File: config.mk
export PLATFORM = sky130hd
export DESIGN_NAME = wb_sel_pipe
export DESIGN_NICKNAME = d
export VERILOG_FILES = /design/src/rtl/wb_sel_pipe.sv
export SDC_FILE = /design/constraint.sdc
export NUM_CORES = 1
export LEC_CHECK = 0
export ABC_AREA = 1
export CAP_MARGIN = 20
export CORE_MARGIN = 2
export CORE_UTILIZATION = 58
export CTS_CLUSTER_SIZE = 24
export DETAILED_ROUTE_END_ITERATION = 6
export DONT_BUFFER_PORTS = 1
export PLACE_DENSITY = 0.76
export SKIP_CTS_REPAIR_TIMING = 1
export SYNTH_ARGS = -nofsm -noshare
export SYNTH_HDL_FRONTEND = slang
export SYNTH_SLANG_ARGS = --single-unit
File: constraint.sdc
create_clock -name clk -period 1.6 [get_ports clk]
set_input_delay 0.32 -clock clk [delete_from_list [all_inputs] [get_ports clk]]
set_output_delay 0.32 -clock clk [all_outputs]
set_load 0.02 [all_outputs]
File: src/rtl/wb_sel_pipe.sv
// Write-back select stage: decodes the destination register, selects write data from
// one of NSRC sources and registers the result with stall, flush and commit counting.
module wb_sel_pipe #(
  parameter int unsigned DW   = 32,
  parameter int unsigned AW   = 5,
  parameter int unsigned NSRC = 4,
  parameter int unsigned LINK = 31,
  parameter int unsigned CW   = 32,
  localparam int unsigned SW  = (NSRC > 1) ? $clog2(NSRC) : 1
) (
  input  logic               clk,
  input  logic               reset,
  input  logic               en,
  input  logic               clr,
  input  logic               in_valid,
  input  logic               reg_we,
  input  logic [AW-1:0]      rt,
  input  logic [AW-1:0]      rd,
  input  logic [1:0]         dst_sel,
  input  logic [NSRC*DW-1:0] src_data,
  input  logic [SW-1:0]      src_sel,
  output logic               wb_valid,
  output logic               wb_we,
  output logic [AW-1:0]      wb_addr,
  output logic [DW-1:0]      wb_data,
  output logic               fwd_hit_rt,
  output logic               fwd_hit_rd,
  output logic [CW-1:0]      commit_cnt
);

  logic          w_dst_ok;
  logic [AW-1:0] w_addr;
  logic          w_sel_ok;
  logic [DW-1:0] w_data;
  logic          w_qual_we;

  logic          r_valid;
  logic          r_we;
  logic [AW-1:0] r_addr;
  logic [DW-1:0] r_data;
  logic [CW-1:0] r_cnt;

  always_comb begin
    w_addr   = '0;
    w_dst_ok = 1'b1;
    unique case (dst_sel)
      2'b00:   w_addr = rt;
      2'b01:   w_addr = rd;
      2'b10:   w_addr = AW'(LINK);
      default: w_dst_ok = 1'b0;
    endcase
  end

  // Out-of-range indices (possible when NSRC is not a power of two) give zero data.
  always_comb begin
    w_data   = '0;
    w_sel_ok = (32'(src_sel) < NSRC);
    for (int unsigned k = 0; k < NSRC; k++) begin
      if (32'(src_sel) == k) w_data = src_data[k*DW +: DW];
    end
  end

  assign w_qual_we = in_valid & reg_we & w_dst_ok & (w_addr != '0) & w_sel_ok;

  always_ff @(posedge clk or negedge reset) begin
    if (!reset) begin
      r_valid <= 1'b0;
      r_we    <= 1'b0;
      r_addr  <= '0;
      r_data  <= '0;
      r_cnt   <= '0;
    end else if (clr) begin
      r_valid <= 1'b0;
      r_we    <= 1'b0;
      r_addr  <= '0;
      r_data  <= '0;
    end else if (en) begin
      r_valid <= in_valid;
      r_we    <= w_qual_we;
      r_addr  <= w_addr;
      r_data  <= w_data;
      if (w_qual_we) r_cnt <= r_cnt + CW'(1);
    end
  end

  assign wb_valid   = r_valid;
  assign wb_we      = r_we;
  assign wb_addr    = r_addr;
  assign wb_data    = r_data;
  assign commit_cnt = r_cnt;

  // The address-zero guard is redundant with the qualified enable but keeps $0 unforwardable.
  assign fwd_hit_rt = r_we & (r_addr != '0) & (r_addr == rt);
  assign fwd_hit_rd = r_we & (r_addr != '0) & (r_addr == rd);

endmodule

# [After elaboration in Yosys (flattened, before gate mapping)]
# Cells that the tools add are included.
[totals] reg_bits=71 input_bits=148 output_inout_bits=73
[op_classes] addsub=1 n_eq_ne=7 mux=14 n_bitwise=7 n_reduce_logical=7
[op_table] cell="2-to-1 mux 32 bit" n=6
[op_table] cell="adder 32 x 1 -> 32 bit, second input constant" n=1
[op_table] cell="one-hot mux 5 bit (3 select lines)" n=1
[op_table] cell="== test 5 bit" n=2
[op_table] cell="2-to-1 mux 5 bit" n=2
[op_table] cell="nonzero test 5 bit" n=2
[op_table] cell="AND 1 bit" n=6
[op_table] cell="== test 2 bit, second input constant" n=3
[op_table] cell="2-to-1 mux 1 bit" n=5
[op_table] cell="== test 2 x 1 -> 1 bit, second input constant" n=2
[op_table] cell="logical NOT 2 bit" n=2
[op_table] cell="AND reduction 3 bit" n=1
[op_table] cell="OR reduction 3 bit" n=1
[op_table] cell="nonzero test 2 bit" n=1
[op_table] cell="inverter 1 bit" n=1

# [Longest topological paths before layout]
# Gate-level depths: netlist of run 1.
[depth] word_depth=7 mapped_depth=10 mapped_depth_nobuf=10

# [Least setup slack after synthesis of run 1]
# No wires, ideal clock.
[synth_path] kind="register to output" from="reg r_addr[4] (netlist: wb_addr[4])" to="out fwd_hit_rt" arrival_time_ps=1439 required_time_ps=1280 path_slack_ps=-159 stages_incl_launch_ff=5 n_path_buf=0 path_cell_list="dfrtp_1 inv_1 nand3_1 o21ai_0 nor4_1"
[synth_between] elab_chain_cells=3 elab_cells_between_ends=4 cone_classes="eq/ne: 1; bitwise: 2; reduce/logical: 1"
[synth_rtl] element="from (decl)" line="39" source="logic [AW-1:0] r_addr;"
[synth_rtl] element="from (signal assigned)" line="80" source="r_addr <= w_addr;"
[synth_rtl] element="nonzero test 5 bit" line="93" source="assign fwd_hit_rt = r_we & (r_addr != '0) & (r_addr == rt);"
[synth_rtl] element="AND 1 bit" line="93"
[synth_rtl] element="AND 1 bit *" line="93"
[synth_rtl] element="to (decl)" line="26" source="output logic fwd_hit_rt,"
# Every way passes the cells marked *; elsewhere a longest branch is shown, timed or not.

# [Worst setup path in the final report of run 1]
[layout_path] from="reg r_addr[4] (netlist: wb_addr[4])" to="out fwd_hit_rd"
[layout_between] elab_chain_cells=3 elab_cells_between_ends=4 cone_classes="eq/ne: 1; bitwise: 2; reduce/logical: 1"
[layout_rtl] element="nonzero test 5 bit" line="94" source="assign fwd_hit_rd = r_we & (r_addr != '0) & (r_addr == rd);"
[layout_rtl] element="AND 1 bit" line="94"
[layout_rtl] element="AND 1 bit *" line="94"
[layout_rtl] element="to (decl)" line="27" source="output logic fwd_hit_rd,"
# Marks and branches as above.

==> results.md, run 1 <==
* Worst Path Buf+Inv at 2
* IR drop worst, VDD at approximately 470 µV
* Crit. End Element: primary output
* WL/cell at roughly 17 µm
* Syn Area/Cell at 6.62 µm²
* Overall routing resource usage at between 30 and 40%
* Mapped Nets at about 870
* Critical Path RT at around 1.3 ns
* R2R Setup Slk at approximately 0.11 ns
* Clk pwr share at between 30% and 40%
* Vias in the first global route at 4763
* Worst skew pair latency at 0.36 ns
* CTS tree: built
* CTS Root Cell: clkbuf_8
* DRT Pass-1 Iters at 5
* Htree depth at 3
* Switch Pwr at around 1.3 mW
* Combinational share of power at 15.9%
* Register bit total from synthesis at 71
* CP Cell Sequence: buf_4, xor2_1, nor4_4, buf_4
* DR vias at 5033
* Max-cap violations at 0
* IO Count at roughly 220
* CTS Sinks at 71
* Power Density at between 700 and 800 nW/µm²
* Design Area, Final at approximately 5500 µm²
* Routed wire length at roughly 15000 µm
* CTS clk-pin slew, worst paths at approximately 0.090 ns
* Fmax at 530 MHz
* Share of power burned in registers at between 40% and 50%
* Synthesized instance count at roughly 720
* Num CTS Buffers at 9
* Full die area at between 8000 and 9000 µm²
* Drt drc at 0
* Slowest-stage cell, CP: dfrtp_1
* Core area at between 8000 and 9000 µm²
* CP max stage delay at approximately 0.38 ns
* Diode count at 0
* Critical Path Source Type: register
* PortBufs at 0
* Sequential element share of the synthesized area at between 30 and 40%
* DRT iter0 DRCs at around 320
* Tmin final at around 1.9 ns
* Slew @ Worst Pin at around 0.43 ns
* ANT nets after route at 0
* Die Ht at 94.8 µm
* Crit path kind: register to primary output
* RSZ-0062 raised after global routing: yes
* Area Growth Syn to Fin at 15.3%
* Max-slew headroom at approximately 70%
* Initial antenna violation count at 0
* GRT overflow at 0
* DP Area at approximately 5200 µm²
* Synth Warn # at 0
* Total power at ~4.2 mW
* Final period util at 118%
* Fin util at between 60 and 70%
* Final hold violation count at just over 70
* Filler cells at approximately 760
* Library cells used by synthesis at 30
* Layout cells sized above 1 at around 15%
* Vias/cell at approximately 5.8
* CP max FO at 3
* Synth Cell Area at ~4800 µm²
* DP HPWL at 11000 µm
* Net Sw Frac at 30.5%
* CTS Buffer Depth at 2
* P_leak at 2.76 nW
* Post-route clock skew at roughly 0.012 ns
* Setup Viol. Count Final at 2
* First-pass GRT wire length at 23400 µm
* Final GP Congestion at 0.917
* Initial Util at just under 60%
* Largest net degree at the start of global routing at just over 70
* Row count at 33
* Internal Power at approximately 2.9 mW
* Hold Crit Class: input port to async pin
* Final WS setup at -0.287 ns
* # nets final at between 900 and 1000
* Worst slack, placed at ~0.098 ns
* Status: finished, violations left
* Critical Path AT at between 1.5 and 2 ns
* Die W at 94.8 µm
* CP most frequent cell: buf_4
* Delay-heaviest family, CP: flip-flops
* Final Hold Slack at -0.357 ns
* Violated checks: negative hold slack, negative setup slack
* Fin. max-slew vios at 0
cell type report:
cell class / instances / area [µm²] / share of cell area [%]
multi-input combinational: 579 / 2740 / 49.8
sequential: 71 / 1780 / 32.4
timing repair buffer: 61 / 490 / 8.90
clock inverter: 6 / 67.6 / 1.23
tap: 105 / 131 / 2.38
inverter: 42 / 158 / 2.86
clock buffer: 10 / 138 / 2.50
registers in the layout, summed over array words and instances, names as in the netlist:
register	count
wb_data	32
wb_we	1
wb_addr	5
commit_cnt	32
wb_valid	1
synth_stat cells:
| library cell | n | area (µm²) |
|---|---|---|
| xor2_1 | 13 | 114 |
| o31ai_1 | 6 | 45.0 |
| nor2_1 | 65 | 244 |
| dfrtp_1 | 71 | 1780 |
| o211ai_1 | 18 | 135 |
| nand2_1 | 326 | 1220 |
| nor2_2 | 2 | 12.5 |
| nand3_4 | 1 | 17.5 |
| inv_1 | 40 | 150 |
| buf_6 | 6 | 67.6 |
| o21bai_4 | 1 | 18.8 |
| nand4_1 | 2 | 12.5 |
| buf_1 | 1 | 3.75 |
| xnor2_1 | 10 | 87.6 |
| nor4_1 | 2 | 12.5 |
| buf_4 | 1 | 7.51 |
| ha_1 | 1 | 12.5 |
| nor3_1 | 7 | 35.0 |
| a22o_1 | 1 | 8.76 |
| o22ai_1 | 5 | 31.3 |
| nor2_4 | 4 | 45.0 |
| o21ai_1 | 3 | 15.0 |
| nand3_1 | 39 | 195 |
| clkbuf_1 | 17 | 63.8 |
| buf_2 | 5 | 25.0 |
| nand3b_1 | 15 | 113 |
| nand2_2 | 6 | 37.5 |
| a21oi_1 | 2 | 10.0 |
| o21ai_0 | 50 | 250 |
| inv_2 | 2 | 7.51 |
power groups by stage:
| stage | Combinational (mW) | Clock, mW | Sequential, mW |
|---|---|---|---|
| 2_1_floorplan | 0.407 | 0 | 2.13 |
| 3_5_place_dp | 0.658 | 0 | 2.10 |
| 3_3_place_gp | 0.643 | 0 | 2.09 |
| 5_1_grt | 0.755 | 1.60 | 2.08 |
| 4_1_cts | 0.660 | 1.51 | 2.06 |
| 6_report | 0.672 | 1.50 | 2.07 |
cell usage in the layout, fill, tap and decap left out, types with 2 or more instances in the layout:
master        n
dfrtp_2       5
buf_12        2
buf_6         2
nand4_1       2
nor2_2        7
xor2_1       13
inv_1        40
xnor2_1       9
o21ai_1       4
o31ai_1       6
nand2_2       9
dfrtp_1      66
nor3_1        7
nand2_1     323
o211ai_1     18
o22ai_1       5
a21oi_1       2
o21ai_0      49
nand3b_1     15
clkbuf_8     10
inv_6         2
inv_2         2
buf_4        57
nand3_1      39
nor2_1       58
nor2_4        6
clkinvlp_4    2
through the flow:
step	TNS [ns]	hold slack [ns]	instances
global route	-0.658	-0.371	874
CTS	-0.510	-0.358	874
detailed placement	0	0.0282	858
global placement	0	0.0287	858
finish	-0.499	-0.357	874
floorplan	0	0.0244	722
worst paths after layout:
check / from / end / depth (start not counted)
worst max-delay path: wb_addr[4] / fwd_hit_rd / 4
worst min-delay path: reset / wb_addr[2] / 0
worst max register to register: commit_cnt[11] / commit_cnt[21] / 9
worst min register to register: commit_cnt[1] / commit_cnt[1] / 2
max in group asynchronous: reset / commit_cnt[9] / 0
min in group clk: in_valid / wb_valid / 1
routing by layer:
layer  wire length (µm)  share of wire, %  track usage (%)
met2               6970                48             54.8
met1               6050                42             43.3
met5                  0                 0                0
met3               1010               6.9             5.99
met4                492               3.4             13.4
cell families (layout without fill, tap and decap cells):
| group | after synthesis | in the layout | synth area share, % |
|---|---|---|---|
| flops | 71 | 71 | 37.2 |
| buf+inv | 72 | 119 | 6.81 |
| compound gates | 86 | 86 | 10.8 |
| xor+xnor | 23 | 23 | 4.22 |
| simple gates | 469 | 469 | 40.8 |
| fa+ha+maj | 1 | 1 | 0.262 |
Note: power is estimated with default switching activity, not from simulation.
==> inputs of run 2 (changes only) <==
--- a/config.mk
+++ b/config.mk
@@ -6,13 +6,13 @@
 export NUM_CORES = 1
 export LEC_CHECK = 0
 export ABC_AREA = 1
+export BUFFER_PORTS_ARGS = -buffer_cell sky130_fd_sc_hd__buf_2
 export CAP_MARGIN = 20
 export CORE_MARGIN = 2
-export CORE_UTILIZATION = 58
+export CORE_UTILIZATION = 43
 export CTS_CLUSTER_SIZE = 24
 export DETAILED_ROUTE_END_ITERATION = 6
-export DONT_BUFFER_PORTS = 1
-export PLACE_DENSITY = 0.76
+export PLACE_DENSITY = 0.77
 export SKIP_CTS_REPAIR_TIMING = 1
 export SYNTH_ARGS = -nofsm -noshare
 export SYNTH_HDL_FRONTEND = slang
==> results.md, run 2 (synthesized netlist as in run 1, its figures left out) <==
* Status: finished, violations left
* Violated checks: negative setup slack
* Commonest non-fill, non-tap cells in the layout: nand2_1 (323), buf_2 (218), dfrtp_1 (64), nor2_1 (59), o21ai_0 (49)
* Crit. End Element: primary output
* Fmax at between 500 and 600 MHz
* Final WS setup at -0.196 ns
* Largest net degree at the start of global routing at 72
* Fin util at roughly 59%
* Total power at approximately 4.4 mW
* DP HPWL at 12000 µm
* GRT overflow at 0
* Power Density at ~700 nW/µm²
* Levels on crit path at 5
* Setup Viol. Count Final at 2
* DR vias at between 5000 and 6000
* Critical Path AT at between 1 and 1.5 ns
* Final GP Congestion at 0.922
* Tmin final at around 1.8 ns
* IO Count at 221
* Num CTS Buffers at 9
* Die W at around 110 µm
* Critical Path RT at 1.28 ns
* Post-Layout Cell Count at about 1100
* RSZ-0062 raised after global routing: yes
* P_leak at around 3.5 nW
* Fin. max-slew vios at 0
* Worst Reg-to-Reg Cells at 8
* Max-cap violations at 0
* WL/cell at 13.7 µm
* Post-route clock skew at approximately 0.014 ns
* Critical Path Source Type: register
* Initial antenna violation count at 0
* CP max stage delay at approximately 0.45 ns
* DRT iter0 DRCs at around 350
* Slowest-stage cell, CP: dfrtp_2
* Worst skew pair latency at between 0.3 and 0.4 ns
* Layout cells sized above 1 at between 30% and 40%
* Delay-heaviest family, CP: flip-flops
* CTS Buffer Depth at 2
* Diode count at 0
* Filler cells at 1077
* Drt drc at 0
* Die Ht at ~110 µm
* CP Cell Sequence: buf_6, nand2_2, nand4_1, nor4_2, buf_4
* CTS Sinks at 71
* Leading cell type in the layout, fill and taps excluded: nand2_1
* Clk pwr share at 30.9%
* Final period util at 112%
* Htree depth at 3
* CTS clk-pin slew, worst paths at 0.08 ns
* Hold Crit Class: input port to async pin
* Placed cells at about 1100
* Worst Path Buf+Inv at 2
* Final hold violation count at 0
* Row count at 38
* Max-slew headroom at between 50% and 60%
* PortBufs at 220
* Overall routing resource usage at a little over a quarter
* Share of power burned in registers at approximately 45%
* ANT nets after route at 0
* Combinational share of power at roughly 24%
* Vias/cell at around 5
* IR drop worst, VDD at approximately 420 µV
* Area Growth Syn to Fin at 34.5%
* Internal Power at around 3.0 mW
* Routed wire length at roughly 15000 µm
* Full die area at 12000 µm²
* Switch Pwr at 1.36 mW
* Initial Util at 44.1%
* Crit path kind: register to primary output
* CP max FO at 4
* Vias in the first global route at 5378
* Core area at 10800 µm²
* Slew @ Worst Pin at about 0.7 ns
* CTS tree: built
* Net Sw Frac at approximately 31%
* # nets final at 1104
* CTS Root Cell: clkbuf_8
* First-pass GRT wire length at 24600 µm
* DRT Pass-1 Iters at 5
-- run 2: final timing paths --
kind	start	end	slack, ns
max reg2reg	commit_cnt[0]	commit_cnt[16]	0.11
max	wb_addr[1]	fwd_hit_rd	-0.20
min reg2reg	wb_data[22]	wb_data[22]	0.48
max in group asynchronous	reset	commit_cnt[3]	1.28
min	reset	commit_cnt[29]	0.004
min in group clk	src_data[100]	wb_data[4]	0.23
-- run 2: cell type report --
cell class                 count  area, µm²  area share, %
tap                          140        175           2.72
multi-input combinational    579       2720           42.3
clock buffer                  11        131           2.04
sequential                    71       1790           27.8
clock inverter                 4       47.5          0.740
inverter                      42        158           2.45
timing repair buffer         252       1410           22.0
-- run 2: routing by layer --
metal	share of wire, %	GRT usage [%]	vias to the layer above
li1	-	-	2765
met1	41	31.0	2543
met2	50	46.1	214
met3	6.3	6.28	32
met4	2.6	8.50	0
met5	0	0	-
-- run 2: power by group through the flow --
stage	combinational, mW	clock [mW]	sequential [mW]
after CTS	1.07	1.40	1.97
after global routing	1.18	1.49	1.99
after detailed placement	1.07	0	2.00
final	1.06	1.36	1.98
after global placement	1.05	0	2.00
after floorplan	0.407	0	2.13
-- run 2: metrics by stage --
stage                     cell area, µm²  setup TNS, ns  hold slack (ns)  setup WS [ns]
final                               6430         -0.314          0.00412         -0.196
after global routing                6430         -0.542           0.0107         -0.285
after CTS                           6380         -0.467          0.00918         -0.243
after detailed placement            6200          -3.18            0.384         -0.129
after global placement              6200          -2.59            0.383        -0.0888
after floorplan                     4800              0           0.0244         0.0228
